### src/rtl/mem_access_stage.sv
// Memory-access stage: forwards non-memory results, runs one req/ack bus
// transaction at a time for loads/stores, and aborts a hung bus after TIMEOUT cycles.
module mem_access_stage #(
  parameter int W_OPR   = 32,
  parameter int ADDR    = 16,
  parameter int W_RD    = 5,
  parameter int TIMEOUT = 255
) (
  input  logic             clk,
  input  logic             rst_n,
  input  logic             valid_i,
  output logic             ready_o,
  input  logic             memf_i,
  input  logic             write_i,
  input  logic [ADDR-1:0]  addr_i,
  input  logic [W_OPR-1:0] data_i,
  input  logic [W_OPR-1:0] res_i,
  input  logic             wbf_i,
  input  logic [W_RD-1:0]  rd_i,
  output logic             mem_req_o,
  output logic             mem_we_o,
  output logic [ADDR-1:0]  mem_addr_o,
  output logic [W_OPR-1:0] mem_wdata_o,
  input  logic             mem_ack_i,
  input  logic [W_OPR-1:0] mem_rdata_i,
  output logic             valid_o,
  input  logic             ready_i,
  output logic [W_OPR-1:0] result_o,
  output logic             wbf_o,
  output logic [W_RD-1:0]  rd_o,
  output logic             err_o
);

  localparam int CW = 8;

  typedef enum logic {IDLE, BUS} state_t;

  typedef struct packed {
    logic             req;
    logic             we;
    logic [ADDR-1:0]  addr;
    logic [W_OPR-1:0] wdata;
  } bus_req_t;

  typedef struct packed {
    logic             vld;
    logic [W_OPR-1:0] result;
    logic             wbf;
    logic [W_RD-1:0]  rd;
    logic             err;
  } wb_rsp_t;

  state_t          state;
  logic [CW-1:0]   cnt;
  logic [W_RD-1:0] rd_q;
  bus_req_t        bus_q;
  wb_rsp_t         rsp_q;
  logic            accept;
  logic            tmo;

  assign ready_o = (state == IDLE) && (!rsp_q.vld || ready_i);
  assign accept  = valid_i && ready_o;
  // Ack has priority: timeout only fires on a cycle with no ack.
  assign tmo     = (state == BUS) && !mem_ack_i && (cnt == CW'(TIMEOUT - 1));

  assign mem_req_o   = bus_q.req;
  assign mem_we_o    = bus_q.we;
  assign mem_addr_o  = bus_q.addr;
  assign mem_wdata_o = bus_q.wdata;
  assign valid_o     = rsp_q.vld;
  assign result_o    = rsp_q.result;
  assign wbf_o       = rsp_q.wbf;
  assign rd_o        = rsp_q.rd;
  assign err_o       = rsp_q.err;

  always_ff @(posedge clk or negedge rst_n) begin
    if (!rst_n) begin
      state <= IDLE;
      cnt   <= '0;
      rd_q  <= '0;
      bus_q <= '0;
      rsp_q <= '0;
    end else begin
      case (state)
        IDLE: begin
          if (accept) begin
            if (memf_i) begin
              state       <= BUS;
              cnt         <= '0;
              rd_q        <= rd_i;
              bus_q.req   <= 1'b1;
              bus_q.we    <= write_i;
              bus_q.addr  <= addr_i;
              bus_q.wdata <= data_i;
              rsp_q.vld   <= 1'b0;
            end else begin
              rsp_q.vld    <= 1'b1;
              rsp_q.result <= res_i;
              rsp_q.wbf    <= wbf_i;
              rsp_q.rd     <= rd_i;
              rsp_q.err    <= 1'b0;
            end
          end else if (rsp_q.vld && ready_i) begin
            rsp_q.vld <= 1'b0;
          end
        end
        BUS: begin
          if (mem_ack_i || tmo) begin
            state     <= IDLE;
            bus_q     <= '0;
            rsp_q.vld <= 1'b1;
            rsp_q.rd  <= rd_q;
            rsp_q.err <= !mem_ack_i;
            // Only a completed load writes back; stores and aborts return zero.
            if (mem_ack_i && !bus_q.we) begin
              rsp_q.result <= mem_rdata_i;
              rsp_q.wbf    <= 1'b1;
            end else begin
              rsp_q.result <= '0;
              rsp_q.wbf    <= 1'b0;
            end
          end else begin
            cnt <= cnt + 1'b1;
          end
        end
        default: state <= IDLE;
      endcase
    end
  end

endmodule

### config.mk
export PLATFORM = sky130hd
export DESIGN_NAME = mem_access_stage
export DESIGN_NICKNAME = d
export VERILOG_FILES = /design/src/rtl/mem_access_stage.sv
export SDC_FILE = /design/constraint.sdc
export NUM_CORES = 1
export LEC_CHECK = 0
export CAP_MARGIN = 10
export CORE_MARGIN = 8
export CORE_UTILIZATION = 55
export CTS_BUF_LIST = sky130_fd_sc_hd__clkbuf_4 sky130_fd_sc_hd__clkbuf_8 sky130_fd_sc_hd__clkbuf_16
export DETAILED_ROUTE_END_ITERATION = 12
export DONT_BUFFER_PORTS = 1
export PLACE_DENSITY = 0.7
export SYNTH_ARGS = -nofsm -noshare
export SYNTH_HDL_FRONTEND = slang
export SYNTH_SLANG_ARGS = --single-unit
### constraint.sdc
create_clock -name clk -period 3.6 [get_ports clk]
set_input_delay 0.54 -clock clk [delete_from_list [all_inputs] [get_ports clk]]
set_output_delay 0.54 -clock clk [all_outputs]
set_load 0.1 [all_outputs]
==> key figures, run 1 <==
Yosys
  • Share of the synthesized area in the top cell type: 58.3%
  • Post-synth EDFFs: 0
  • List of most frequent post-synthesis cells: 180 x nand2_1, 104 x dfrtp_1, 55 x nand3_1, 31 x o221a_1, 16 x buf_2
  • Async SR Flop Fraction: 100%
  • Mux contribution to synthesized area: 0.224%
  • Largest family of logic cells by synthesized area: simple AND/OR/NAND/NOR gates
  • Gate Count Post-Synth: 464
  • Area leader, netlist: dfrtp_1
  • Sequential area share after synthesis: 58.3%
  • Post-Syn Area per Cell: 9.62 um2
  • Post-Synth XOR/XNOR Area: 0.196%
  • Fraction of the mapped netlist area in compound gates: 12.6%
  • Mapped cell area: 4470 um2
  • Post-Synth Simple-Gate Area: 24.4%
  • Synth area leaders: dfrtp_1 58%, nand2_1 15%, o221a_1 7.8%
  • Synth Net Count: 591
  • Most numerous cell in the Yosys netlist: nand2_1
  • Yosys reg bits: 104
  • Post-synth cell types: 38
  • Yosys Warn Count: 0
  • Adder-cell share of the synthesized area: 0.560%
  • Synth Flop Type: dfrtp_1

Power
  • Sequential Power Share: 74.3%
  • Pint: 1.95 mW
  • Switch share: 61.9%
  • Total Power: 5.12 mW
  • Leak: 2.21 nW
  • Clock power share: 14.7%
  • Peak supply drop: 489 uV
  • Psw: 3.17 mW
  • Combinational Power Share: 11.0%
  • Power density over cell area: 1080 nW/um2

STA
  • Min Clock Period, post-route: 2.19 ns
  • RSZ-0062 raised after global routing: false
  • PnR worst setup slack: 1.41 ns
  • Tcrit/Tclk final: 60.9%
  • Final hold violation count: 0
  • Post-route setup TNS: 0 ns
  • Worst slew pin tran: 1.04 ns
  • Fmax: 0.456 GHz
  • Layout Skew: 0.0197 ns
  • Final setup viols: 0
  • Final max-slew violation count: 0
  • Slew HR: 30.9%

Floorplanning
  • Die X: 106 um
  • Initial core utilization: 55.5%
  • Core Region: 8050 um2
  • Die ar.: 11300 um2
  • DIE HEIGHT: 106 um
  • IO Pins: 216
  • Std-Cell Rows: 33

Drt
  • First-pass DRT Iterations: 4
  • Drt total wl: 11700 um
  • WL/cell: 21.0 um
  • Via density: 5.94
  • Vias: 3316
  • DRT antenna net count: 0
  • # DRC: 0
  • DR iter-0 viols: 196

Worst setup path
  • Crit Reg-Reg Startpoint: cnt[0]
  • Buf+Inv Stages, Crit Path: 1
  • Critical path startpoint: cnt[0]
  • CP startpoint kind: flop
  • WP data required: 3.87 ns
  • Slowest-stage cell, CP: a21o_1
  • Crit Path Category: flop to flop
  • CP Capture Type: flop
  • Peak per-stage delay on the critical path: 0.81 ns
  • CP max FO: 33
  • Top delay family on crit path: compound AO/OA/AOI/OAI gates
  • Worst Path Arrival: 2.46 ns
  • Crit path cell chain: inv_1, ha_1, and4_1, a21o_1, nor2_1, a211oi_1

Global routing
  • Largest net degree at the start of global routing: 105
  • Number of global-route vias before repair: 3379
  • Initial antenna violation count: 0
  • Global-route wire length before repair: 18400 um
  • GR Overflow Total: 0
  • Gr usage total: 20.4%

Clock tree
  • Insertion delay to the later sink of the worst-skew pair: 0.37 ns
  • CTS tree: built
  • Clk buf depth: 2
  • Post-CTS Resized: 0
  • Clock-pin transition on the worst setup and hold timing paths: 0.11 ns
  • Inserted Clock Buffers: 9
  • Sink Count: 104
  • Root Buffer: clkbuf_8
  • Maximum level of the CTS H-tree: 3

Job
  • Max-cap check violation count: 0

Placement
  • Placement Setup Slack: 1.43 ns
  • Post-DP HPWL: 8280 um
  • Port bufs: 0
  • GPL Wtd Cong: 0.800

Finish
  • Layout filler cell count: 684
  • Share of cells above drive strength 1: 6.40%
  • Post-layout net count: 575
  • Area growth, synth to finish: 6.16%
  • Ant diodes: 0

Min path
  • HP Class: input port to asynchronous set/reset pin

Status
  • Status: finished clean
final timing paths:
check                           cells after the start              to  slack [ns]
worst min-delay path                                1    result_o[24]        0.10
min in group clk                                    2        mem_we_o        0.27
worst min register to register                      2         rd_q[4]        0.50
worst max-delay path                                6    result_o[30]        1.41
max in group asynchronous                           1  mem_wdata_o[9]        3.12
worst max register to register                      6    result_o[30]        1.41
power groups by stage:
stage                     Clock (mW)  Combinational (mW)  Sequential (mW)
final                          0.755               0.564             3.80
after CTS                      0.770               0.574             3.81
after global placement             0               0.517             3.83
after global routing           0.813               0.639             3.85
after detailed placement           0               0.548             3.84
after floorplan                    0               0.439             3.76
state kept, by name (all words and copies together) (netlist names), 5 cells and up:
name,flops
mem_wdata_o,32
result_o,32
mem_addr_o,16
cnt,8
rd_o,5
rd_q,5
worst register-to-register path, stage by stage, from the launching register on:
cell,delay [ns]
dfrtp_1,0.44
inv_1,0.07
ha_1,0.15
and4_1,0.27
a21o_1,0.81
nor2_1,0.10
a211oi_1,0.26
layout by cell type, fill, tap and decap left out, drive strengths merged, types with 2 or more instances in the layout:
| cell | synthesis | final |
|---|---|---|
| nand2 | 181 | 181 |
| dfrtp | 104 | 104 |
| nand3 | 55 | 55 |
| o221a | 31 | 31 |
| clkbuf | 14 | 9 |
| nor2 | 7 | 7 |
| buf | 20 | 7 |
| a21oi | 6 | 6 |
| o21ai | 6 | 6 |
| o22a | 5 | 5 |
| o21a | 5 | 5 |
| inv | 1 | 5 |
| clkinv | 0 | 3 |
| nor2b | 3 | 3 |
| nand4 | 2 | 2 |
| and4 | 2 | 2 |
| or3 | 2 | 2 |
| a21o | 2 | 2 |
| ha | 2 | 2 |
layout make-up:
type / count / area, um2 / share of cell area (%)
Timing Repair Buffer: 7 / 72.6 / 1.53
Multi-Input combinational cell: 325 / 1720 / 36.2
Inverter: 1 / 3.75 / 0.0792
Tap cell: 105 / 131 / 2.77
Sequential cell: 104 / 2600 / 54.9
Clock buffer: 9 / 124 / 2.61
Clock inverter: 7 / 91.3 / 1.93
per-layer routing:
metal / up-vias / global-route usage, % / part of all wire (%)
li1: 1544 / - / -
met1: 1588 / 24.4 / 38
met2: 176 / 31.8 / 47
met3: 8 / 9.68 / 13
met4: 0 / 6.53 / 0.67
met5: - / 0 / 0
metrics by stage:
| stage | instance area, um2 | hold slack [ns] | std cells | util (%) |
|---|---|---|---|---|
| finish | 4740 | 0.104 | 558 | 58.9 |
| global placement | 4500 | 0.248 | 541 | 55.9 |
| floorplan | 4470 | 0.244 | 464 | - |
| CTS | 4740 | 0.0991 | 558 | 58.9 |
| global route | 4740 | 0.115 | 558 | 58.9 |
| detailed placement | 4500 | 0.249 | 541 | 55.9 |
what timing repair did:
action / CTS / global route
hold endpoints to repair: 104 / 0
hold buffers: 1 / 0
setup buffers: 0 / 0
cell families (layout without fill, tap and decap cells):
| kind of cell | count (synthesis) | in the layout |
|---|---|---|
| adder cells (fa/ha/maj) | 2 | 2 |
| XOR/XNOR | 1 | 1 |
| buffers and inverters | 35 | 24 |
| flip-flops | 104 | 104 |
| AND/OR/NAND/NOR | 259 | 259 |
| multiplexers | 1 | 1 |
| AO/OA/AOI/OAI | 62 | 62 |
No activity file was read; power rests on OpenSTA's default activity.
==> run 2, diff against run 1 <==
==> constraint.sdc (replaced) <==
create_clock -name clk -period 2.2 [get_ports clk]
set_input_delay 0.33 -clock clk [delete_from_list [all_inputs] [get_ports clk]]
set_output_delay 0.33 -clock clk [all_outputs]
set_load 0.1 [all_outputs]
==> key figures, run 2 (same netlist as run 1, synthesis figures left out) <==
Floorplanning
  • Core Region: 8050 um2
  • Initial core utilization: 55.5%
  • IO Pins: 216
  • Die ar.: 11300 um2
  • DIE HEIGHT: 106 um
  • Std-Cell Rows: 33
  • Die X: 106 um

Drt
  • Vias: 3638
  • M1 wire length: 4880 um
  • Via density: 5.60
  • DRT antenna net count: 0
  • Top Metal Used: met4
  • Drt total wl: 12600 um
  • # DRC: 0
  • First-pass DRT Iterations: 5
  • Met2 wire length: 6260 um
  • WL/cell: 19.4 um
  • DR iter-0 viols: 205
  • Met3 routed WL: 1410 um

Clock tree
  • Clk buf depth: 2
  • Insertion delay to the later sink of the worst-skew pair: 0.36 ns
  • Inserted Clock Buffers: 9
  • Clock-pin transition on the worst setup and hold timing paths: 0.10 ns
  • Maximum level of the CTS H-tree: 3
  • Post-CTS Resized: 0
  • Postcts setup bufs: 0
  • Sink Count: 104
  • CTS tree: built
  • Root Buffer: clkbuf_8

Power
  • Pint: 3.82 mW
  • Psw: 5.15 mW
  • Sequential Power Share: 29.6%
  • Peak supply drop: 799 uV
  • Combinational Power Share: 58.8%
  • Leak: 2.66 nW
  • Switch share: 57.4%
  • Clock power share: 11.6%
  • Power density over cell area: 1660 nW/um2

STA
  • Final max-slew violation count: 0
  • Slew HR: 56.1%
  • Post-route setup TNS: 0 ns
  • RSZ-0062 raised after global routing: false
  • Min Clock Period, post-route: 1.86 ns
  • Worst slew pin tran: 0.654 ns
  • Final setup viols: 0
  • Hold WS: -0.333 ns
  • Layout Skew: 0.0161 ns
  • Final hold violation count: 104
  • Fmax: 0.538 GHz
  • Tcrit/Tclk final: 84.4%

Worst setup path
  • CP startpoint kind: flop
  • CP Capture Type: flop
  • Crit Path Category: flop to flop
  • CP max FO: 35
  • WP data required: 2.44 ns
  • Worst Path Arrival: 2.09 ns

Placement
  • Placed Area: 5240 um2
  • GPL Wtd Cong: 0.832
  • Port bufs: 0
  • Post-DP HPWL: 9200 um

Global routing
  • Initial antenna violation count: 0
  • GR Overflow Total: 0
  • Gr usage total: 21.9%
  • Global-route wire length before repair: 19700 um
  • Number of global-route vias before repair: 3647
  • Largest net degree at the start of global routing: 105

Status
  • Failing checks: negative hold slack
  • Status: complete, but fails checks

Min path
  • HP Class: input port to asynchronous set/reset pin

Finish
  • Final instance area: 5410 um2
  • Most common cell after layout, fill and taps aside: nand2_1
  • Area growth, synth to finish: 21.1%
  • Share of cells above drive strength 1: 22.2%
  • Post-layout net count: 668
  • Commonest cells after routing, fill and taps aside: 180 x nand2_1, 104 x dfrtp_1, 97 x buf_4
  • Ant diodes: 0
  • Layout filler cell count: 635

Job
  • Max-cap check violation count: 0
run 2: layout make-up:
cell class	count	area [um2]	share of cell area, %
clock buffers	10	131	2.43
inverters	1	3.75	0.0694
well taps	105	131	2.43
multi-input cells	325	1720	31.7
clock inverters	5	35.0	0.648
repair buffers	100	788	14.6
flip-flops and latches	104	2600	48.1
run 2: critical path, cell delays in order (launching register included):
cell and delay (ns):
dfrtp_1 0.43, inv_1 0.06, ha_1 0.20, and4_1 0.22, a21oi_4 0.20, nand2_2 0.09
buf_4 0.26, o221a_1 0.28
run 2: path summary, 6_finish.rpt:
| path | start | end | slack (ns) | cells past startpoint |
|---|---|---|---|---|
| worst max-delay path | cnt[0] | result_o[19] | 0.34 | 7 |
| worst min-delay path | rst_n | result_o[6] | -0.33 | 0 |
| worst max register to register | cnt[0] | result_o[19] | 0.34 | 7 |
| worst min register to register | rd_q[3] | rd_q[3] | 0.49 | 2 |
| max in group asynchronous | rst_n | result_o[1] | 2.35 | 0 |
| min in group clk | data_i[8] | mem_wdata_o[8] | 0.08 | 2 |
run 2: power groups by stage:
stage	Sequential, mW	Clock (mW)	Combinational [mW]
floorplan	6.15	0	0.720
global placement	2.67	0	5.24
CTS	2.66	1.08	5.30
finish	2.65	1.04	5.27
global route	2.71	1.15	5.45
detailed placement	2.69	0	5.29
run 2: per-layer routing:
layer,global-route usage [%],up-vias
li1,-,1726
met1,25.8,1743
met2,35.5,163
met3,10.8,6
met4,4.82,0
met5,0,-
run 2: through the flow:
| step | utilization, % | hold slack (ns) | worst slack [ns] | cells | power (mW) |
|---|---|---|---|---|---|
| 2_1_floorplan | - | 0.0344 | 0.00744 | 464 | 6.87 |
| 3_3_place_gp | 65.1 | 0.0379 | 0.437 | 635 | 7.90 |
| 3_5_place_dp | 65.1 | 0.0381 | 0.358 | 635 | 7.99 |
| 4_1_cts | 67.2 | -0.362 | 0.321 | 650 | 9.04 |
| 5_1_grt | 67.2 | -0.382 | 0.196 | 650 | 9.32 |
| 6_report | 67.2 | -0.333 | 0.342 | 650 | 8.97 |
==> patch 1, RTL diff (config.mk and constraints of run 2) <==
Make the reset (`rst_n`) synchronous in one clocked block.
--- a/src/rtl/mem_access_stage.sv
+++ b/src/rtl/mem_access_stage.sv
@@ -74,5 +74,5 @@
   assign err_o       = rsp_q.err;
 
-  always_ff @(posedge clk or negedge rst_n) begin
+  always_ff @(posedge clk) begin
     if (!rst_n) begin
       state <= IDLE;
Behaviour: differs if rst_n is asserted again (counterexample within 4 cycles, from zero or initial values and one cycle with rst_n low); with rst_n held inactive, the same outputs for 4 cycles.
==> patch 1 against run 2 <==
- highest routed layer unchanged
- non-clock buffer count rose by 2
- cell area is 5.9% lower
- worst setup slack worse by 0.0074 ns
- critical path type unchanged
- synthesized area fell by 6.9%
- maximum frequency shrank 0.40%
- routed wire length down 9.4%
- sequential cell count did not move
- critical path depth stayed put
Power is not compared: it rests on default switching activity, and its combinational part moved more than twofold at a synthesized area within 25%.
==> patch 1: results (changes against run 2) <==
[synthesis]
syn_inst = 418  ; was 464
yosys-top-cells-area = dfxtp_1 50%, a22o_1 10%, o221a_1 5.4%  ; was dfrtp_1 58%, nand2_1 15%, o221a_1 7.8%
ys.flop_type = dfxtp_1  ; was dfrtp_1
synth_common_cells = 104 x dfxtp_1, 49 x a22o_1, 46 x nor2_1  ; was 180 x nand2_1, 104 x dfrtp_1, 55 x nand3_1
synth-seq-area-share = 0.501  ; was 0.583
synthMuxAreaShare = 0.0145  ; was 0.00224
synth-xor-area-share = 0.00843  ; was 0.00196
synth_compound_area_frac = 0.295  ; was 0.126
synth_fa_ha_area_frac = 0.00602  ; was 0.00560

[worst_setup_path]
worstPathArrival_ns = 2.17  ; was 2.09 ns
slowest_stage = a31oi_4  ; was dfrtp_1
r2r_cells = 7  ; unchanged
r2r_start = cnt[0]  ; unchanged

[detailed_routing]
via_per_inst = 5.81  ; was 5.60
drt-met1-wl_um = 4480  ; was 4880 µm
wl_per_cell_um = 19.2  ; was 19.4 µm

[cells_and_area]
fill_cells = 563  ; was 635
drive_above_1_share = 0.296  ; was 0.222
final_nets = 619  ; was 668

[hold_path]
hold_class = primary input to flip-flop  ; was primary input to asynchronous set/reset pin

[grt]
grt_max_degree = 47  ; was 105
grt.met1_usage = 0.228  ; was 0.258
grt_pass1_wl_um = 17200  ; was 19700 µm
grt_pass1_vias = 3521  ; was 3647
grt_usage = 0.205  ; was 0.219
use_met2 = 0.341  ; was 0.355
use_met3 = 0.0682  ; was 0.108

[placement]
pre_cts_slack_ns = 0.338  ; was 0.358 ns
post_dp_cell_area_um2 = 4880  ; was 5240 µm²
dp_hpwl_um = 8290  ; was 9200 µm

[power]
switchingPower_uw = 1840
seq_power_share = 0.433

[timing]
finalClockSkew_ns = 0.0137  ; was 0.0161 ns
post-route-period-util = 0.848  ; was 0.844

[run_status]
status = completed  ; was finished, violations left

-- patch 1: final cells by class --
| type | count | area, µm² | share of cell area |
|---|---|---|---|
| clock buffers | 10 | 138 | 0.0271 |
| clock inverters | 6 | 65.1 | 0.0128 |
| inverters | 8 | 30.0 | 0.00590 |
| multi-input cells | 267 | 1860 | 0.365 |
| flip-flops and latches | 104 | 2080 | 0.409 |
| well taps | 99 | 124 | 0.0243 |
| repair buffers | 102 | 791 | 0.155 |
-- patch 1: worst min-delay path by stage --
| stage | cells after the start | startpoint | slack, ns | endpoint |
|---|---|---|---|---|
| floorplan | 1 | cnt[0] | 0.46 | cnt[0] |
| global placement | 1 | mem_req_o | 0.44 | mem_req_o |
| detailed placement | 1 | mem_wdata_o[10] | 0.46 | mem_wdata_o[10] |
| CTS | 1 | data_i[19] | 0.08 | mem_wdata_o[19] |
| global route | 1 | addr_i[15] | 0.06 | mem_addr_o[15] |
| finish | 1 | data_i[19] | 0.09 | mem_wdata_o[19] |
==> patch 2, RTL diff (flow settings as in run 2) <==
Made on the original files. Set the parameter `W_OPR` to 24 (it was 32).
--- a/src/rtl/mem_access_stage.sv
+++ b/src/rtl/mem_access_stage.sv
@@ -2,5 +2,5 @@
 // transaction at a time for loads/stores, and aborts a hung bus after TIMEOUT cycles.
 module mem_access_stage #(
-  parameter int W_OPR   = 32,
+  parameter int W_OPR   = 24,
   parameter int ADDR    = 16,
   parameter int W_RD    = 5,
Interface: changed (5 resized); port bits go from 216 to 176. No check against the original RTL was run, so the function may have changed too.
==> patch 2 against run 2 <==
- the run still ends with negative hold slack left
- combinational power decreased by 18%
- sequential cell count fell by 16
- synthesized area decreased by 14%
- worst hold slack better by 0.0044 ns
- routed wire length is 18% lower
- cell area fell by 13%
- clock skew fell by 0.0041 ns
- count of clock-buffer cells in the layout unchanged
- power shrank 14%
- largest power group unchanged
- sequential share of layout area shrank 1.4 points
- worst setup slack worse by 0.073 ns
==> patch 2: results (changes against run 2) <==
[run_status]
status = finished, violations left  ; unchanged
violations = negative hold slack  ; unchanged

[detailed_routing]
wl_met3_um = 1090  ; was 1410 µm
dr_wl_met2_um = 4780  ; was 6260 µm
dr.pass1.iters = 4  ; was 5
drt-met1-wl_um = 4260  ; was 4880 µm
drtIter0Drc = 132  ; was 205
routed_wl_um = 10300  ; was 12600 µm
via_per_inst = 5.55  ; was 5.60
via_count = 3170  ; was 3638

[worst_setup_path]
r2r_slack_ns = 0.27  ; was 0.34 ns
cp_max_fo = 42  ; was 35
worstPathArrival_ns = 2.17  ; was 2.09 ns
cp-endpoint = result_o[23]  ; was result_o[19]

[power]
p_leak_uw = 0.00219  ; was 0.00266 µW
vdd_drop_max_mv = 0.686  ; was 0.799 mV

[clock_network]
cts_root_buf = clkbuf_8  ; unchanged
clkTransAtPathRegs_ns = 0.08  ; was 0.10 ns

[timing]
tightest_slew_ns = 0.522  ; was 0.654 ns
hold_viol = 88  ; was 104
timing.hold.ws_ns = -0.329  ; was -0.333 ns
finalClockSkew_ns = 0.0120  ; was 0.0161 ns

[placement]
dp_hpwl_um = 7300  ; was 9200 µm
pre_cts_slack_ns = 0.284  ; was 0.358 ns
place_congestion = 0.812  ; was 0.832
io_buffers = 0  ; unchanged
post_dp_cell_area_um2 = 4510  ; was 5240 µm²
place_inst = 555  ; was 635

[grt]
grt_max_degree = 89  ; was 105
grt_usage = 0.199  ; was 0.219
grt_pass1_wl_um = 15800  ; was 19700 µm

[synthesis]
synth-seq-area-share = 0.573  ; was 0.583
synth_common_cells = 150 x nand2_1, 88 x dfrtp_1, 47 x o21ai_0  ; was 180 x nand2_1, 104 x dfrtp_1, 55 x nand3_1
synth_fa_ha_area_frac = 0.00651  ; was 0.00560
synthMuxAreaShare = 0.00521  ; was 0.00224
ys_types = 37  ; was 38
synth-xor-area-share = 0.00228  ; was 0.00196
synth_compound_area_frac = 0.173  ; was 0.126
syn-num-nets = 505  ; was 591
avgSynthCellArea_um2 = 9.56  ; was 9.62 µm²

[cells_and_area]
fill_cells = 549  ; was 635
drive_above_1_share = 0.232  ; was 0.222
final_util = 0.694  ; was 0.672
final_nets = 573  ; was 668

[patch 2: changes by cell type in the layout (fill, tap and decap cells not counted), sizes merged, moves of 2 or more]
cell           run 2  this run
inv                1        10
o21a               5         0
dfrtp            104        88
a22oi              1         6
o22a               5         0
o21ai              6        52
clkinv             4         2
nand2            181       150
nand3             55         6
o221a             31        25
a21oi              6         1
buf              100        86
[patch 2: what timing repair did]
action                                 CTS  global route
endpoints found under the hold margin   88            88
buffers inserted                         0             0
gates resized for setup                  0             0
setup endpoints to repair                0             0
[patch 2: power breakdown]
part	internal [µW]	switching (µW)
combinational	813	3500
clock	560	571
sequential	2040	200
total	3410	4270
[patch 2: kinds of logic (layout without fill, tap and decap cells)]
family	after synthesis	after routing
DFF	88	88
muxes	2	2
AOI/OAI and AO/OA	92	92
xor gates and xnor gates	1	1
buffers and inverters	38	111
adders and majority gates	2	2
and+or+nand+nor	179	179
[patch 2: layout make-up]
class                   count  share of cell area
clock buffers              10              0.0292
inverters                   9             0.00716
well taps                  96              0.0255
clock inverters             6              0.0143
multi-input cells         276               0.312
flip-flops and latches     88               0.467
repair buffers             86               0.145
[patch 2: worst min-delay path by stage]
stage | depth (start not counted) | endpoint
global placement | 0 | rd_o[0]
detailed placement | 0 | result_o[19]
global route | 0 | result_o[19]
finish | 0 | result_o[19]
floorplan | 0 | cnt[0]
CTS | 0 | err_o
[patch 2: per-layer routing]
metal / vias up / track usage
li1: 1501 / -
met1: 1524 / 0.243
met2: 129 / 0.310
met3: 16 / 0.0803
met4: 0 / 0.0733
met5: - / 0
[patch 2: worst max-delay path, cell delays in order, from the launching register on]
cell and delay (ns):
dfrtp_1 0.43, inv_1 0.08, ha_1 0.15, nand4_2 0.17
o31ai_4 0.30, buf_4 0.43, nand2_1 0.11, o221a_1 0.14
